$ cat src/rtl/universal_shift_register.sv
// WIDTH-bit universal shift register (hold / shift right / shift left / load) with a saturating shift counter.
// Optional macro USR_ROTATE_EN adds a rot input that turns both shift modes into rotates.
module universal_shift_register #(
    parameter  int WIDTH = 4,
    localparam int CW    = $clog2(WIDTH + 1)
) (
    input  logic             clk,
    input  logic             nrst,
    input  logic [1:0]       mode,
    input  logic             sin_r,
    input  logic             sin_l,
`ifdef USR_ROTATE_EN
    input  logic             rot,
`endif
    input  logic [WIDTH-1:0] D,
    output logic [WIDTH-1:0] Q,
    output logic             sout_r,
    output logic             sout_l,
    output logic [CW-1:0]    cnt,
    output logic             flushed
);

    localparam logic [CW-1:0] FULL = CW'(WIDTH);

    logic rot_en;
    logic fill_r;
    logic fill_l;

    // In rotate mode the bit leaving one end wraps around to the other.
    always_comb begin
`ifdef USR_ROTATE_EN
        rot_en = rot;
`else
        rot_en = 1'b0;
`endif
        fill_r = rot_en ? Q[0]       : sin_r;
        fill_l = rot_en ? Q[WIDTH-1] : sin_l;
    end

    always_ff @(posedge clk or negedge nrst) begin
        if (!nrst) begin
            Q   <= '0;
            cnt <= '0;
        end else begin
            case (mode)
                2'b00: begin
                    Q   <= Q;
                    cnt <= cnt;
                end
                2'b01: begin
                    Q   <= {fill_r, Q[WIDTH-1:1]};
                    cnt <= (cnt == FULL) ? cnt : cnt + 1'b1;
                end
                2'b10: begin
                    Q   <= {Q[WIDTH-2:0], fill_l};
                    cnt <= (cnt == FULL) ? cnt : cnt + 1'b1;
                end
                2'b11: begin
                    Q   <= D;
                    cnt <= '0;
                end
                default: begin
                    Q   <= 'x;
                    cnt <= 'x;
                end
            endcase
        end
    end

    assign sout_r  = Q[0];
    assign sout_l  = Q[WIDTH-1];
    assign flushed = (cnt == FULL);

endmodule

$ cat config.mk
export PLATFORM = sky130hd
export DESIGN_NAME = universal_shift_register
export DESIGN_NICKNAME = d
export VERILOG_FILES = /design/src/rtl/universal_shift_register.sv
export SDC_FILE = /design/constraint.sdc
export NUM_CORES = 1
export LEC_CHECK = 0
export ABC_CLOCK_PERIOD_IN_PS = 1700
export BUFFER_PORTS_ARGS = -buffer_cell sky130_fd_sc_hd__clkbuf_2
export CORE_AREA = 10 10 47 49
export DETAILED_ROUTE_END_ITERATION = 8
export DIE_AREA = 0 0 57 59
export GPL_ROUTABILITY_DRIVEN = 0
export PLACE_DENSITY = 0.76
export SYNTH_ARGS = -nofsm -noshare
export SYNTH_HDL_FRONTEND = slang
export SYNTH_SLANG_ARGS = --single-unit
$ cat constraint.sdc
create_clock -name clk -period 1.7 [get_ports clk]
set_input_delay 0.085 -clock clk [delete_from_list [all_inputs] [get_ports clk]]
set_output_delay 0.085 -clock clk [all_outputs]
set_load 0.005 [all_outputs]
# Yosys cells after proc, flatten, opt, wreduce, memory -nomap -nowiden
# Index checks and enable logic that the tools add are counted.
# W data, S select, Z words.
totals:
  wordCells: 15
  out_inout_bits: 10
  input_bits: 10
  register_bits: 7
classes:
  reduce_logical: 3
  mux: 3
  bitwise: 1
  eq_ne: 5
  add_sub_neg: 1
op_table:
  columns: ["cell", "n"]
  rows:
  - ["$pmux W4 S3", 1]
  - ["$pmux W3 S2", 1]
  - ["$eq A2 B2 Y1 const B", 2]
  - ["$add A3 B1 Y3 const B", 1]
  - ["$eq A3 B3 Y1 const B", 1]
  - ["$mux W3", 1]
  - ["$eq A2 B1 Y1 const B", 1]
  - ["$logic_not A2 Y1", 1]
  - ["$ne A2 B2 Y1 const B", 1]
  - ["$reduce_and A2 Y1", 1]
  - ["$reduce_or A2 Y1", 1]
  - ["$not A1 Y1", 1]

# Longest topological paths before layout
# Gate-level depths: netlist of run 1.
logic_depth:
  depth_word: 4
  depth_mapped: 5
  depth_no_buf: 4

# Least setup slack after synthesis of run 1
# Ideal clock, no wire load.
synth_timing:
  path_type: "register to register"
  startpoint: "register cnt[0]"
  endpoint: "register cnt[0]"
  stages_incl_launch_ff: 5
  setup_ns: 0.128
  path_slack_ns: 0.389
  arrival_ns: 1.184
  period_less_slack_ns: 1.311
  n_path_buf: 0
  t_required_ns: 1.572
  path_cell_list: "dfrtp_1 inv_1 ha_1 a31oi_1 mux2_1"
synth_via:
  elab_chain_len: 3
  elab_cells_between_ends: 6
  cone_classes: "add/sub (1); eq/ne (2); mux (2); reduce/logical (1)"
synth_rtl:
  columns: ["item", "line", "source"]
  rows:
  - ["start, declared", "19", "output logic [CW-1:0] cnt,"]
  - ["start signal, assigned", "48", "cnt <= cnt;"]
  - ["start signal, assigned", "52", "cnt <= (cnt == FULL) ? cnt : cnt + 1'b1;"]
  - ["start signal, assigned", "56", "cnt <= (cnt == FULL) ? cnt : cnt + 1'b1;"]
  - ["$add A3 B1 Y3 or $eq A3 B3 Y1 (tied branches)", "52, 56", null]
  - ["$mux W3 or $ne A2 B2 Y1 (tied branches)", null, null]
  - ["$pmux W3 S2 or $reduce_and A2 Y1 (tied branches)", null, null]
# Parallel ways exist; a longest one is shown, timed or not. The select of a mux whose other input is x is not followed.
# A chain may end at the register's enable or synchronous reset.

# Worst setup path in the final report of run 1
# Ends and elaborated chain as after synthesis.

==> impl_results.md, run 1 <==
- I/O Buffers: 19
- IO Pins: 20
- # clock sinks: 7
- Worst-Margin Slew: 0.329 ns
- Syn Nets: 62
- Worst-path clk slew: 0.05 ns
- Startpoint Class: flip-flop
- Hold_sp: sin_r
- R2r worst-path depth: 4
- CTS H-tree lvls: 1
- Synth top area share: between 30 and 40%
- Vias in the first global route: ~460
- Slew Limit Headroom: around four fifths
- DRT antenna net count: 0
- Clk buf depth: 2
- Post-DP HPWL: roughly 900 um
- Largest area contributor in the netlist: dfrtp_1
- Hold Path Depth: 3
- Reg-to-reg setup timing slack: between 0.3 and 0.4 ns
- Die Ht: roughly 60 um
- Util after Layout: between 40% and 50%
- Clk Tree Root Cell: clkbuf_4
- Worst skew pair latency: between 0.2 and 0.3 ns
- Power Density: 1140 nW/um^2
- DRC errors left: 0
- Total routed wirelength: ~1100 um
- CTS tree: built
- Area grow syn2layout: 24.6%
- Status: complete, no violations
- DR pass1 iterations: 4
- Core region area: approximately 1400 sq um
- Worst path arrival time: between 1.5 and 2 ns
- Via count: 400
- Pin count of the biggest net entering global routing: 13
- Final worst-path cycle share: 82.3%
- Fmax: about 710 MHz
- Share of layout cells above drive strength 1: between 40% and 50%
- Pleak: 0.325 nW
- Synth Instances: 47
- Initial DRC count: 5
- Hold Crit Class: primary input to flip-flop
- Starting Density: 36.3%
- Final setup viols: 0
- TritonCTS buffer count: 3
- Tmin final: 1.40 ns
- Synthesized area: slightly above 500 sq um
- Critical path origin: cnt[0]$_DFFE_PN0P_
- Setup Total Neg Slack: 0 ns
- Max Cap Violations: 0
- RSZ-0062 raised after global routing: no
- Crit path kind: flip-flop to flip-flop
- Clock Skew: roughly 0.0043 ns
- Mapped Avg Cell Area: around 11 sq um
- Gr usage total: 7.42%
- First-pass GRT wire length: 1980 um
- Initial antenna violation count: 0
- Worst-path fanout max: 5
- Die area: about 3400 sq um
- Die X: approximately 57 um
- Maximum vdd drop: 0.707 mV
- Post-synth cell types: 19
- Count of final hold-check violations: 0
- Via-to-Cell Ratio: 4.76
- Synthesis-stage register bit count: 7
- Num rows: 14
- Reg2reg start: cnt[0]$_DFFE_PN0P_
- Final slew viol count: 0
- Synth warn: 0
- CP required: 1.83 ns
- Synth top area cells: dfrtp_1 34%, ha_1 12%, o221ai_2 12%
- Crit path capture type: flip-flop
- N_diodes: 0
- Overall power: approximately 0.7 mW
- Congestion Overflow GR: 0
- WL/cell: 13.2 um
- Filler cells: 150
- Final nets: between 80 and 90
- Sequential area share after synthesis: between 30% and 40%
## flip-flops by register name, summed over array words and instances (netlist names)
| signal | flops |
|---|---|
| cnt | 3 |
| Q | 4 |
## layout make-up
type | count | area (sq um) | area share (%)
Tap cell | 16 | 20.0 | 3.16
Timing Repair Buffer | 21 | 113 | 17.8
Inverter | 4 | 15.0 | 2.37
Multi-Input combinational cell | 32 | 285 | 45.0
Sequential cell | 7 | 175 | 27.6
Clock buffer | 4 | 26.3 | 4.14
## placed cells by master (no fill, tap or decap), drive strengths merged
master | Yosys | final
nor3b | 1 | 1
or2 | 1 | 1
and2 | 1 | 1
nand2 | 4 | 4
a22oi | 4 | 4
a21o | 1 | 1
o221ai | 4 | 4
mux2i | 1 | 1
ha | 5 | 5
clkbuf | 0 | 23
dfrtp | 7 | 7
a211o | 1 | 1
dlygate4sd3 | 0 | 1
a31oi | 1 | 1
buf | 4 | 1
nor4b | 1 | 1
nor2 | 1 | 1
nand2b | 5 | 5
inv | 4 | 4
mux2 | 1 | 1
## synth_stat cells, drive strengths merged
master,count
dfrtp,7
ha,5
nand2b,5
a22oi,4
buf,4
inv,4
nand2,4
o221ai,4
a211o,1
a21o,1
a31oi,1
and2,1
mux2,1
mux2i,1
nor2,1
nor3b,1
nor4b,1
or2,1
## power breakdown
| group | leakage, nW | total [mW] | switching, mW | internal [mW] |
|---|---|---|---|---|
| Clock | 0.0150 | 0.150 | 0.0605 | 0.0895 |
| Sequential | 0.0860 | 0.275 | 0.0556 | 0.219 |
| Combinational | 0.224 | 0.295 | 0.133 | 0.163 |
## metrics by stage
stage / instance area (sq um) / hold WS [ns] / std cells / setup WS, ns
finish: 634 / 0.119 / 84 / 0.301
global route: 634 / 0.156 / 84 / 0.216
CTS: 634 / 0.116 / 84 / 0.289
detailed placement: 598 / -0.0678 / 79 / 0.300
global placement: 598 / -0.0699 / 79 / 0.368
floorplan: 509 / -0.211 / 47 / 0.389
## cells by family (layout without fill, tap and decap cells)
logic type	Yosys count	count (layout)	share of synthesized area (%)
simple gates	14	14	17.4
compound gates	11	11	22.1
buf+inv	8	29	9.58
flops	7	7	34.4
fa+ha+maj	5	5	12.3
mux	2	2	4.18
## routing by layer
metal,track usage [%],part of all wire (%),up-vias
met4,5.03,2.0,0
met5,0,0,-
li1,-,-,210
met2,11.0,46,13
met1,7.79,44,173
met3,4.29,8.0,4
## critical path: stages (launching register included)
cell,delay (ns)
dfrtp_1,0.40
inv_1,0.06
ha_1,0.22
a31oi_1,0.25
mux2_1,0.36
## final timing paths
check,end
worst min register to register,Q[0]$_DFFE_PN0P_
min in group asynchronous,cnt[0]$_DFFE_PN0P_
worst min-delay path,Q[3]$_DFFE_PN0P_
worst max register to register,cnt[0]$_DFFE_PN0P_
worst max-delay path,cnt[0]$_DFFE_PN0P_
max in group asynchronous,Q[0]$_DFFE_PN0P_
## timing repair
item,in CTS,in global routing
hold buffers,1,0
resized for setup,0,0
hold endpoints to repair,7,0
buffers inserted,0,0
(Power assumes the default switching activity.)
==> run 2, diff against run 1 <==
Settings changed: ABC_AREA from default to 1, ABC_CLOCK_PERIOD_IN_PS 1700 to 1430, PLACE_DENSITY 0.76 to 0.74.
Clock period 1.7 ns to 1.43 ns, I/O delays scaled along.
==> run 2 against run 1 <==
Effect of this change: via count up 14%; die area unchanged; sequential power up 17%; final cell count up 30%; critical path type is now flip-flop to output port; wire length up 4.7%; utilization down 0.89 points; combinational power down 1%; total power up 10%; synthesized cell count up 51%; worst hold slack better by 0.038 ns; register-to-register slack about the same; clock-buffer cell count unchanged.
==> impl_results.md, run 2 <==
- Status: complete, no violations
- Total routed wirelength: 1160 um (+4.7%)
- Starting Density: 34.6% (-1.7 points)
- Mapped Avg Cell Area: 6.84 sq um (-37%)
- Setup bufs post-CTS: 0 (unchanged)
- Pin count of the biggest net entering global routing: 10 (-3)
- Synthesized area: 485 sq um (-4.7%)
- I/O Buffers: 19 (unchanged)
- Pleak: 0.377 nW (+16%)
- Synth warn: 0 (unchanged)
- Num rows: 14 (unchanged)
- Post-CTS Resized: 0 (unchanged)
- Worst skew pair latency: 0.25 ns (about the same)
- Syn Nets: 86 (+39%)
- Tmin final: 1.19 ns
- Most common cell after layout, fill and taps aside: clkbuf_2
- CP required: 1.36 ns (-0.47 ns)
- # clock sinks: 7 (unchanged)
- CTS tree: built
- Initial DRC count: 5 (unchanged)
- Crit path kind: flip-flop to output port
- Setup Total Neg Slack: 0 ns (unchanged)
- Final worst-path cycle share: 83.2%
- Slew Limit Headroom: 86.2% (+8.1 points)
- Core region area: 1400 sq um (unchanged)
- Initial antenna violation count: 0 (unchanged)
- Biggest register: Q
- Congestion Overflow GR: 0 (unchanged)
- Post-synth cell types: 10 (-9)
- Clk Tree Root Cell: clkbuf_4
- Largest regs: Q: 4 flops, cnt: 3 flops
- Fmax: between 800 and 900 MHz
- Max Cap Violations: 0 (unchanged)
- Power Density: 1280 nW/um^2 (+12%)
- Clock Skew: 0.00274 ns (-0.00159 ns)
- DP Worst Slack: 0.306 ns (+0.00621 ns)
- TritonCTS buffer count: 3 (unchanged)
- Via-to-Cell Ratio: 4.20 (-12%)
- Filler cells: 159 (+6.0%)
- Synth top area share: 36.1% (+1.7 points)
- Via count: 458 (+14%)
- Worst path arrival time: 1.12 ns (-0.41 ns)
- Async SR Flop Fraction: 100% (unchanged)
- Share of layout cells above drive strength 1: 26.9% (-17 points)
- IO Pins: 20 (unchanged)
- Sequential area share after synthesis: 36.1% (+1.7 points)
- Post-synth EDFFs: 0 (unchanged)
- Area grow syn2layout: 28.1%
- CTS H-tree lvls: 1 (unchanged)
- Startpoint Class: flip-flop
- Vias in the first global route: 485 (+4.5%)
- Synthesis-stage register bit count: 7 (unchanged)
- DRT antenna net count: 0 (unchanged)
- Worst-path clk slew: 0.05 ns (about the same)
- DR pass1 iterations: 4 (unchanged)
- Final slew viol count: 0 (unchanged)
- Worst-path fanout max: 4 (-1)
- Clk buf depth: 2 (unchanged)
- Most frequent cell after synthesis: nand2_1
- Post-DP HPWL: 951 um (+4.3%)
- Final setup viols: 0 (unchanged)
- Die X: 57 um (unchanged)
- Finished Layout Cells: 109 (+30%)
- Hold Crit Class: primary input to flip-flop
- Worst-Margin Slew: 0.207 ns (-0.122 ns)
- Final Worst Setup Slack: 0.240 ns (-0.0613 ns)
- RSZ-0062 raised after global routing: no
- Placed insts: 104 (+32%)
- DRC errors left: 0 (unchanged)
- Die Ht: 59 um (unchanged)
- N_diodes: 0 (unchanged)
- Largest area contributor in the netlist: dfrtp_1
- Die area: 3360 sq um (unchanged)
- Synth Instances: 71 (+51%)
- WL/cell: 10.6 um (-19%)
- First-pass GRT wire length: 2030 um (+2.4%)
- Count of final hold-check violations: 0 (unchanged)
- Post-synth top cells: 17 x nand2_1, 16 x nor2_1, 12 x inv_1
- Final nets: 109 (+30%)
- Most frequent cells in the layout: 19 x clkbuf_2, 17 x nand2_1, 16 x nor2_1
- Gr usage total: 7.27% (-0.15 points)
- Util after Layout: 44.4% (-0.89 points)
- Final hold slack: 0.156 ns (+0.0377 ns)
- Synth top area cells: dfrtp_1 36%, nand2_1 13%, ha_1 13%
- Main synth FF type: dfrtp_1
- Max FFs per register: 4 (unchanged)
- Maximum vdd drop: 0.601 mV (-15%)
- Crit path capture type: output port
-- run 2: cell count changes in the layout (fill, tap and decap cells not counted), sizes merged, moves of 3 or more --
cell	before	now
a22oi	4	0
nand2	4	18
nand3	0	6
nand2b	5	0
o221ai	4	0
nor2	1	16
inv	4	14
o21ai	0	3
-- run 2: kinds of logic (layout without fill, tap and decap cells) --
| logic type | after synthesis | after routing | synth area share (%) |
|---|---|---|---|
| flops | 7 | 7 | 36.1 |
| buf+inv | 16 | 38 | 13.9 |
| compound gates | 3 | 3 | 3.09 |
| simple gates | 40 | 40 | 34.0 |
| fa+ha+maj | 5 | 5 | 12.9 |
-- run 2: report_power, final --
part	switching (mW)	internal (mW)	leakage (nW)	total, mW
combinational	0.156	0.135	0.278	0.291
clock	0.0734	0.107	0.0150	0.180
sequential	0.0670	0.255	0.0839	0.322
-- run 2: repair_timing --
item	in CTS	in global routing
setup endpoints to repair	0	0
hold buffers	1	0
endpoints found under the hold margin	7	0
-- run 2: metal layers --
| layer | part of all wire, % | wire [um] | global-route usage, % | vias up |
|---|---|---|---|---|
| li1 | - | - | - | 252 |
| met1 | 47 | 539 | 7.87 | 193 |
| met2 | 44 | 515 | 11.5 | 11 |
| met3 | 8.1 | 94 | 2.79 | 2 |
| met4 | 0.78 | 9 | 5.03 | 0 |
| met5 | 0 | 0 | 0 | - |
-- run 2: per-stage QoR --
step | area (sq um) | total power [mW]
after global routing | 622 | 0.871
after floorplan | 485 | 0.491
after global placement | 586 | 0.609
final | 622 | 0.793
after detailed placement | 586 | 0.622
after CTS | 622 | 0.812
-- run 2: worst max-delay path: stages, from the launching register on --
cell	delay (ns)
dfrtp_1	0.39
inv_1	0.08
ha_1	0.21
nand2_1	0.06
inv_1	0.04
clkbuf_2	0.10
-- run 2: cell type report --
class                   count  area (sq um)  area share (%)
repair buffers             20           105            16.9
inverters                  14          52.6            8.45
multi-input cells          48           243            39.0
well taps                  16          20.0            3.22
flip-flops and latches      7           175            28.2
clock buffers               4          26.3            4.23
-- run 2: path summary, 6_finish.rpt --
kind	from	depth (start not counted)	slack [ns]	to
worst max register to register	cnt[0]$_DFFE_PN0P_	6	0.29	cnt[0]$_DFFE_PN0P_
worst min register to register	cnt[1]$_DFFE_PN0P_	2	0.56	cnt[1]$_DFFE_PN0P_
max in group asynchronous	nrst	2	1.08	Q[1]$_DFFE_PN0P_
worst max-delay path	cnt[0]$_DFFE_PN0P_	5	0.24	flushed
min in group asynchronous	nrst	2	0.19	cnt[1]$_DFFE_PN0P_
worst min-delay path	D[0]	5	0.16	Q[0]$_DFFE_PN0P_
